===== config.mk =====
export PLATFORM = sky130hd
export DESIGN_NAME = conv3d_operand_sequencer
export DESIGN_NICKNAME = d
export VERILOG_FILES = /design/src/rtl/conv3d_pkg.sv /design/src/rtl/conv3d_skid_fifo.sv /design/src/rtl/conv3d_operand_sequencer.sv
export SDC_FILE = /design/constraint.sdc
export NUM_CORES = 1
export LEC_CHECK = 0
export CAP_MARGIN = 20
export CORE_ASPECT_RATIO = 0.8
export CORE_UTILIZATION = 55
export CTS_CLUSTER_DIAMETER = 150
export DETAILED_ROUTE_END_ITERATION = 10
export PLACE_DENSITY = 0.84
export SETUP_SLACK_MARGIN = 0.1
export SLEW_MARGIN = 20
export SYNTH_ARGS = -nofsm -noshare
export SYNTH_HDL_FRONTEND = slang
export SYNTH_SLANG_ARGS = --single-unit

===== constraint.sdc =====
create_clock -name clk -period 22.5 [get_ports clk]
set_input_delay 2.25 -clock clk [delete_from_list [all_inputs] [get_ports clk]]
set_output_delay 2.25 -clock clk [all_outputs]
set_load 0.02 [all_outputs]

===== src/rtl/conv3d_pkg.sv =====
`default_nettype none
// +----------------------------------------------------------------------------+
// | conv3d_pkg                                                                 |
// | Shared widths, FSM state encoding and derived-dimension helpers.           |
// | Rev 1.0                                                                    |
// +----------------------------------------------------------------------------+
package conv3d_pkg;

    localparam int DATA_W = 32;
    localparam int ADDR_W = 16;
    localparam int CNT_W  = 16;

    typedef enum logic [1:0] {
        IDLE  = 2'd0,
        RUN   = 2'd1,
        DRAIN = 2'd2,
        DONE  = 2'd3
    } state_t;

    typedef struct packed {
        logic first_tap;
        logic last_tap;
        logic last_all;
    } tap_flags_t;

    function automatic int out_dim(input int in_dim, input int k, input int pad, input int str);
        return (in_dim + 2 * pad - k) / str + 1;
    endfunction

    function automatic int taps(input int c_in, input int k_d, input int k_h, input int k_w);
        return c_in * k_d * k_h * k_w;
    endfunction

endpackage
`default_nettype wire


===== src/rtl/conv3d_skid_fifo.sv =====
`default_nettype none
// +----------------------------------------------------------------------------+
// | conv3d_skid_fifo                                                           |
// | Two-entry FIFO holding operand pairs plus tap flags.                       |
// | Rev 1.0                                                                    |
// +----------------------------------------------------------------------------+
module conv3d_skid_fifo #(
    parameter int WIDTH = 8
) (
    input  logic             clk,
    input  logic             rst,
    input  logic             push,
    input  logic [WIDTH-1:0] push_data,
    input  logic             pop,
    output logic [WIDTH-1:0] head,
    output logic [1:0]       count,
    output logic             full,
    output logic             empty
);

    logic [WIDTH-1:0] r_mem [2];
    logic             r_wr_ptr;
    logic             r_rd_ptr;
    logic [1:0]       r_count;
    logic             w_push;
    logic             w_pop;

    assign full   = (r_count == 2'd2);
    assign empty  = (r_count == 2'd0);
    assign count  = r_count;
    assign head   = r_mem[r_rd_ptr];
    assign w_push = push && !full;
    assign w_pop  = pop && !empty;

    always_ff @(posedge clk or posedge rst) begin
        if (rst) begin
            r_mem[0] <= '0;
            r_mem[1] <= '0;
            r_wr_ptr <= 1'b0;
            r_rd_ptr <= 1'b0;
            r_count  <= 2'd0;
        end else begin
            if (w_push) begin
                r_mem[r_wr_ptr] <= push_data;
                r_wr_ptr        <= ~r_wr_ptr;
            end
            if (w_pop) begin
                r_rd_ptr <= ~r_rd_ptr;
            end
            case ({w_push, w_pop})
                2'b10:   r_count <= r_count + 2'd1;
                2'b01:   r_count <= r_count - 2'd1;
                default: r_count <= r_count;
            endcase
        end
    end

endmodule
`default_nettype wire


===== src/rtl/conv3d_operand_sequencer.sv =====
`default_nettype none
// +----------------------------------------------------------------------------+
// | conv3d_operand_sequencer                                                   |
// | Walks the 3D conv loop nest, reads input/weight memories, streams pairs.   |
// | Rev 1.0                                                                    |
// +----------------------------------------------------------------------------+
module conv3d_operand_sequencer #(
    parameter int DATA_W = conv3d_pkg::DATA_W,
    parameter int ADDR_W = conv3d_pkg::ADDR_W,
    parameter int C_IN   = 2,
    parameter int C_OUT  = 2,
    parameter int IN_D   = 4,
    parameter int IN_H   = 5,
    parameter int IN_W   = 6,
    parameter int K_D    = 3,
    parameter int K_H    = 2,
    parameter int K_W    = 2,
    parameter int PAD_D  = 1,
    parameter int PAD_H  = 0,
    parameter int PAD_W  = 1,
    parameter int STR_D  = 1,
    parameter int STR_H  = 1,
    parameter int STR_W  = 1
) (
    input  logic              clk,
    input  logic              rst,
    input  logic              start,
    output logic              busy,
    output logic              done,
    output logic              in_rd_en,
    output logic [ADDR_W-1:0] in_rd_addr,
    input  logic [DATA_W-1:0] in_rd_data,
    output logic              w_rd_en,
    output logic [ADDR_W-1:0] w_rd_addr,
    input  logic [DATA_W-1:0] w_rd_data,
    output logic              valid_out,
    input  logic              ready_in,
    output logic [DATA_W-1:0] input_data,
    output logic [DATA_W-1:0] weight_data,
    output logic              first_tap,
    output logic              last_tap,
    output logic              last_all
);
    import conv3d_pkg::*;

    localparam int OD     = out_dim(IN_D, K_D, PAD_D, STR_D);
    localparam int OH     = out_dim(IN_H, K_H, PAD_H, STR_H);
    localparam int OW     = out_dim(IN_W, K_W, PAD_W, STR_W);
    localparam int FIFO_W = 2 * DATA_W + 3;

    localparam logic [CNT_W-1:0] OC_MAX = CNT_W'(C_OUT - 1);
    localparam logic [CNT_W-1:0] OD_MAX = CNT_W'(OD - 1);
    localparam logic [CNT_W-1:0] OH_MAX = CNT_W'(OH - 1);
    localparam logic [CNT_W-1:0] OW_MAX = CNT_W'(OW - 1);
    localparam logic [CNT_W-1:0] IC_MAX = CNT_W'(C_IN - 1);
    localparam logic [CNT_W-1:0] KD_MAX = CNT_W'(K_D - 1);
    localparam logic [CNT_W-1:0] KH_MAX = CNT_W'(K_H - 1);
    localparam logic [CNT_W-1:0] KW_MAX = CNT_W'(K_W - 1);

    state_t           r_state;
    logic             r_busy;
    logic             r_done;
    logic             r_post_rst;
    logic [CNT_W-1:0] r_oc, r_od, r_oh, r_ow, r_ic, r_kd, r_kh, r_kw;
    logic             r_pend;
    logic             r_pad;
    tap_flags_t       r_flags;

    tap_flags_t        w_flags;
    logic              w_c_kw, w_c_kh, w_c_kd, w_c_ic, w_c_ow, w_c_oh, w_c_od, w_c_oc;
    int                w_id, w_ih, w_iw;
    logic              w_pad;
    logic [ADDR_W-1:0] w_in_addr, w_w_addr;
    logic              w_accept, w_credit, w_issue, w_pop;
    logic [1:0]        w_fifo_count;
    logic              w_fifo_full, w_fifo_empty;
    logic [DATA_W-1:0] w_in_operand;
    logic [FIFO_W-1:0] w_push_data, w_head;

    // Carry chain: w_c_X is set when X and every inner counter are at their max.
    assign w_c_kw = (r_kw == KW_MAX);
    assign w_c_kh = w_c_kw && (r_kh == KH_MAX);
    assign w_c_kd = w_c_kh && (r_kd == KD_MAX);
    assign w_c_ic = w_c_kd && (r_ic == IC_MAX);
    assign w_c_ow = w_c_ic && (r_ow == OW_MAX);
    assign w_c_oh = w_c_ow && (r_oh == OH_MAX);
    assign w_c_od = w_c_oh && (r_od == OD_MAX);
    assign w_c_oc = w_c_od && (r_oc == OC_MAX);

    assign w_flags.first_tap = (r_ic == '0) && (r_kd == '0) && (r_kh == '0) && (r_kw == '0);
    assign w_flags.last_tap  = w_c_ic;
    assign w_flags.last_all  = w_c_oc;

    always_comb begin
        w_id      = int'(r_od) * STR_D - PAD_D + int'(r_kd);
        w_ih      = int'(r_oh) * STR_H - PAD_H + int'(r_kh);
        w_iw      = int'(r_ow) * STR_W - PAD_W + int'(r_kw);
        w_pad     = (w_id < 0) || (w_id >= IN_D) || (w_ih < 0) || (w_ih >= IN_H)
                 || (w_iw < 0) || (w_iw >= IN_W);
        w_in_addr = ADDR_W'(((int'(r_ic) * IN_D + w_id) * IN_H + w_ih) * IN_W + w_iw);
        w_w_addr  = ADDR_W'((((int'(r_oc) * C_IN + int'(r_ic)) * K_D + int'(r_kd)) * K_H
                    + int'(r_kh)) * K_W + int'(r_kw));
    end

    // Tap 0 issues in the accepting cycle so the first beat lands two cycles after start.
    // Credit: fifo_count + inflight < 2, with a same-cycle pop releasing one slot.
    assign w_pop    = valid_out && ready_in;
    assign w_credit = w_pop || (!w_fifo_full && !((w_fifo_count == 2'd1) && r_pend));
    assign w_accept = (r_state == IDLE) && start && !r_post_rst;
    assign w_issue  = w_accept || ((r_state == RUN) && w_credit);

    assign in_rd_en   = w_issue && !w_pad;
    assign in_rd_addr = in_rd_en ? w_in_addr : '0;
    assign w_rd_en    = w_issue;
    assign w_rd_addr  = w_issue ? w_w_addr : '0;
    assign busy       = r_busy;
    assign done       = r_done;

    assign w_in_operand = r_pad ? '0 : in_rd_data;
    assign w_push_data  = {w_in_operand, w_rd_data, r_flags};

    conv3d_skid_fifo #(
        .WIDTH (FIFO_W)
    ) u_fifo (
        .clk       (clk),
        .rst       (rst),
        .push      (r_pend),
        .push_data (w_push_data),
        .pop       (w_pop),
        .head      (w_head),
        .count     (w_fifo_count),
        .full      (w_fifo_full),
        .empty     (w_fifo_empty)
    );

    assign valid_out = !w_fifo_empty;
    assign {input_data, weight_data, first_tap, last_tap, last_all} = valid_out ? w_head : '0;

    always_ff @(posedge clk or posedge rst) begin
        if (rst) begin
            r_state    <= IDLE;
            r_busy     <= 1'b0;
            r_done     <= 1'b0;
            r_post_rst <= 1'b1;
            r_oc <= '0; r_od <= '0; r_oh <= '0; r_ow <= '0;
            r_ic <= '0; r_kd <= '0; r_kh <= '0; r_kw <= '0;
            r_pend     <= 1'b0;
            r_pad      <= 1'b0;
            r_flags    <= '0;
        end else begin
            r_post_rst <= 1'b0;
            r_done     <= 1'b0;
            r_pend     <= w_issue;
            if (w_issue) begin
                r_pad   <= w_pad;
                r_flags <= w_flags;
                r_kw    <= w_c_kw ? '0 : r_kw + 1'b1;
                if (w_c_kw) r_kh <= w_c_kh ? '0 : r_kh + 1'b1;
                if (w_c_kh) r_kd <= w_c_kd ? '0 : r_kd + 1'b1;
                if (w_c_kd) r_ic <= w_c_ic ? '0 : r_ic + 1'b1;
                if (w_c_ic) r_ow <= w_c_ow ? '0 : r_ow + 1'b1;
                if (w_c_ow) r_oh <= w_c_oh ? '0 : r_oh + 1'b1;
                if (w_c_oh) r_od <= w_c_od ? '0 : r_od + 1'b1;
                if (w_c_od) r_oc <= w_c_oc ? '0 : r_oc + 1'b1;
            end
            case (r_state)
                IDLE: begin
                    if (w_accept) begin
                        r_state <= w_flags.last_all ? DRAIN : RUN;
                        r_busy  <= 1'b1;
                    end
                end
                RUN: begin
                    if (w_issue && w_flags.last_all) r_state <= DRAIN;
                end
                DRAIN: begin
                    if (!r_pend && w_pop && (w_fifo_count == 2'd1)) begin
                        r_state <= DONE;
                        r_done  <= 1'b1;
                        r_busy  <= 1'b0;
                    end
                end
                DONE:    r_state <= IDLE;
                default: r_state <= IDLE;
            endcase
        end
    end

endmodule
`default_nettype wire


==> out/qor.yml <==
nNetsFinal: 2788
grt_antenna_before_repair: 0
crit_slowest_cell: "sky130_fd_sc_hd__clkdlybuf4s50_1"
clkTransAtPathRegs_ns: 0.06
min_path_type: "register to register"
insertion_delay_ns: 0.57
final.period_utilization_pct: 51.5
synth_edf_count: 0
setup-tns-final_ns: 0
detailroute.via_count: 17770
r2r_slack_ns: 17.35
antennaDiodeCount: 0
worst_voltage_drop_across_the_vdd_grid_mv: 0.0665
grt_overflow: 0
clock-root-buffer: "sky130_fd_sc_hd__clkbuf_16"
critical_path.reg2reg.startpoint: "r_ow[0]$_DFFE_PP0P_"
crit_path_max_incr_delay_ns: 0.61
cts_tree: "built"
hold-worst-slack_ns: 0.478
hold-path-cell-count: 1
proportion_of_layout_cells_with_a_drive_suffix_above_1_pct: 6.57
detailed_place_hpwl_um: 41300
placement_rows: 64
count_of_fill_cells_added_during_filler_insertion: 3028
multi_input_area_mm2: 0.0137
postCtsSetupRepairBufs: 0
minimum_clock_period_after_layout_ns: 11.58
wire_per_inst_um: 18.1
syn_avg_cell_area_um2: 9.15
tightestPinTransition_ns: 1.06
setup_repair_after_global_routing_missed_its_margin: "false"
numPortBuffers: 171
final_cell_count_no_fill: 2993
syn_nets: 2651
die_w_um: 222
final-seq-area_mm2: 0.00691
postSynth.topFlopCell: "sky130_fd_sc_hd__dfrtp_1"
required_worst_endpoint_ns: 20.25
clock_tree.buffer_depth: 3
hold_viol_final: 0
power-per-cell-area_mw_per_mm2: 72.3
floorplan_die_area_mm2: 0.0397
synth_area_mm2: 0.0214
critical_path.reg2reg.endpoint: "r_pad$_DFFE_PP0P_"
io_pins: 172
final_max_slew_viol_count: 0
timing.final.setup_violations: 0
finClkSkew_ns: 0.0240
fmaxAchievable_mhz: 86.4
syn-instance-count: 2339
status: "complete, no violations"
worstSetupPathType: "register to output port"
synth.ff_latch_count: 276
critical_path_arrival_ns: 9.33
pre_antenna_drt_iters: 6
timing.hold.worst_endpoint: "r_oc[15]$_DFFE_PP0P_"
crit_path_max_fanout: 7
antenna_violating_nets_post_route: 0
post_cts_hold_buffer_count: 0
synth-async-reset-ratio_pct: 100
drt_wl_total_um: 54300
cp-start-kind: "register"
cp.buffers_inverters: 4
numPlacedInstances: 2941
grt_util_all_layers_pct: 27.6
drv_cap: 0
area_share_of_the_largest_cell_type_after_synthesis_pct: 32.2
synth-seq-area-share_pct: 32.3
fp.dieH_um: 178
maximum_number_of_pins_on_one_net_before_global_route_repair: 132
utilization_pct: 63.9
clock_sinks: 276
timing.critical_path.max_delay_family: "adder cells"
mostFrequentLayoutCells: "sky130_fd_sc_hd__dfrtp_1 (274), sky130_fd_sc_hd__nor2_1 (212), sky130_fd_sc_hd__ha_1 (209)"
post-route-drc-count: 0
deepest_level_of_the_cts_h_tree: 1
layout.cells.most_common: "sky130_fd_sc_hd__dfrtp_1"
core_mm2: 0.0383
timing.reg2reg.worst_path_depth: 17
route.detailed.vias_per_inst: 5.94
timing.critical_path.to_type: "output port"
start_util_pct: 55.9
synthesis_to_layout_area_growth_pct: 14.3
hold_path.startpoint: "r_oc[15]$_DFFE_PP0P_"
synthesis.yosys.warnings: 0
postCtsResizedCells: 0
synth_largest_area_cell: "sky130_fd_sc_hd__dfrtp_1"
initialDrtViolationCount: 1383
ys_top_cells_by_area: "sky130_fd_sc_hd__dfrtp_1 (32%), sky130_fd_sc_hd__ha_1 (12%), sky130_fd_sc_hd__xnor2_1 (7.2%)"
timing.critical_path.mode_cell: "sky130_fd_sc_hd__ha_1"
static-leakage-power_nw: 11.4
yosys.cell_types.count: 86
number_of_global_route_vias_before_repair: 17512
slew-limit-headroom_pct: 29.0
placer_s_final_routability_congestion_estimate: 0.915
numCtsBuffers: 28
grt_first_pass_wirelength_um: 89600
## worst reg2reg max path: cells and delay by family, from the launching register on
kind / cells / cell delay [ns]
fa+ha+maj: 2 / 0.58
xor+xnor: 1 / 0.18
buf+inv: 1 / 0.14
flops: 1 / 0.44
compound gates: 5 / 1.18
simple gates: 7 / 2.22
mux: 1 / 0.28
## cell type report
cell class	count	share of cell area, %
clock buffer	38	3.06
inverter	147	2.29
multi-input combinational	1846	55.9
sequential	276	28.3
tap	495	2.53
clock inverter	14	0.798
timing repair buffer	177	7.18
## through the flow
step | setup slack (ns) | area, µm² | power, mW
final | 10.92 | 24500 | 1.77
after global routing | 10.43 | 24500 | 1.86
after CTS | 11.01 | 24400 | 1.78
after detailed placement | 11.65 | 23500 | 1.29
after global placement | 11.85 | 23500 | 1.27
after floorplan | 12.61 | 21400 | 1.05
## per-layer routing
metal	GRT usage, %	wire, µm
met5	0	0
met4	5.43	1000
met3	3.33	3890
met2	45.2	24500
met1	39.4	25000
## logic make-up after synthesis
family / synth area share, %
flops: 32.3
compound gates: 12.1
fa+ha+maj: 15.5
xor+xnor: 10.9
simple gates: 18.1
other cells: 0.0175
mux: 7.26
buf+inv: 3.90
## where the power goes
| group | internal, mW | switching [mW] | total, mW |
|---|---|---|---|
| logic | 0.298 | 0.360 | 0.658 |
| registers | 0.572 | 0.0586 | 0.631 |
| clock network | 0.280 | 0.199 | 0.479 |
| total | 1.15 | 0.617 | 1.77 |
## how the worst max path moves through the flow
stage	start	slack (ns)	endpoint	depth (start not counted)
after floorplan	r_od[3]$_DFFE_PP0P_	12.61	in_rd_addr[15]	33
after global placement	r_od[2]$_DFFE_PP0P_	11.85	in_rd_addr[15]	33
after detailed placement	r_od[0]$_DFFE_PP0P_	11.65	in_rd_addr[15]	36
after CTS	r_od[0]$_DFFE_PP0P_	11.01	in_rd_addr[15]	36
after global routing	r_od[2]$_DFFE_PP0P_	10.43	in_rd_addr[15]	33
final	r_od[0]$_DFFE_PP0P_	10.92	in_rd_addr[15]	36
## registers in the layout, summed over array words and instances (netlist names), 3 cells and up
signal,count
r_od,16
u_fifo.r_mem,134
r_oc,16
r_kh,16
r_oh,16
r_flags,3
r_kw,16
r_kd,16
r_ic,16
r_ow,16
## synthesized netlist by cell type, types with 4 or more instances
library cell	count
sky130_fd_sc_hd__a2111oi_0	4
sky130_fd_sc_hd__a211o_1	6
sky130_fd_sc_hd__a211oi_1	9
sky130_fd_sc_hd__a21boi_0	9
sky130_fd_sc_hd__a21o_1	27
sky130_fd_sc_hd__a21oi_1	94
sky130_fd_sc_hd__a31oi_1	12
sky130_fd_sc_hd__a41oi_1	5
sky130_fd_sc_hd__and2_1	28
sky130_fd_sc_hd__and3_1	26
sky130_fd_sc_hd__and4_1	5
sky130_fd_sc_hd__buf_1	11
sky130_fd_sc_hd__clkbuf_1	54
sky130_fd_sc_hd__dfrtp_1	275
sky130_fd_sc_hd__fa_1	34
sky130_fd_sc_hd__ha_1	210
sky130_fd_sc_hd__inv_1	147
sky130_fd_sc_hd__mux2_2	73
sky130_fd_sc_hd__mux2i_1	72
sky130_fd_sc_hd__nand2_1	204
sky130_fd_sc_hd__nand2b_1	47
sky130_fd_sc_hd__nand3_1	54
sky130_fd_sc_hd__nand3b_1	6
sky130_fd_sc_hd__nand4_1	46
sky130_fd_sc_hd__nor2_1	212
sky130_fd_sc_hd__nor2_2	7
sky130_fd_sc_hd__nor2b_1	24
sky130_fd_sc_hd__nor3_1	48
sky130_fd_sc_hd__nor4_1	27
sky130_fd_sc_hd__o2111ai_1	4
sky130_fd_sc_hd__o211ai_1	9
sky130_fd_sc_hd__o21a_1	16
sky130_fd_sc_hd__o21ai_0	149
sky130_fd_sc_hd__o21ai_1	7
sky130_fd_sc_hd__o21bai_1	22
sky130_fd_sc_hd__o31a_1	4
sky130_fd_sc_hd__o31ai_1	6
sky130_fd_sc_hd__o41ai_1	8
sky130_fd_sc_hd__or2_2	7
sky130_fd_sc_hd__or3_1	8
sky130_fd_sc_hd__or4_1	4
sky130_fd_sc_hd__xnor2_1	175
sky130_fd_sc_hd__xor2_1	84
Power figures use the tool's default switching activity.
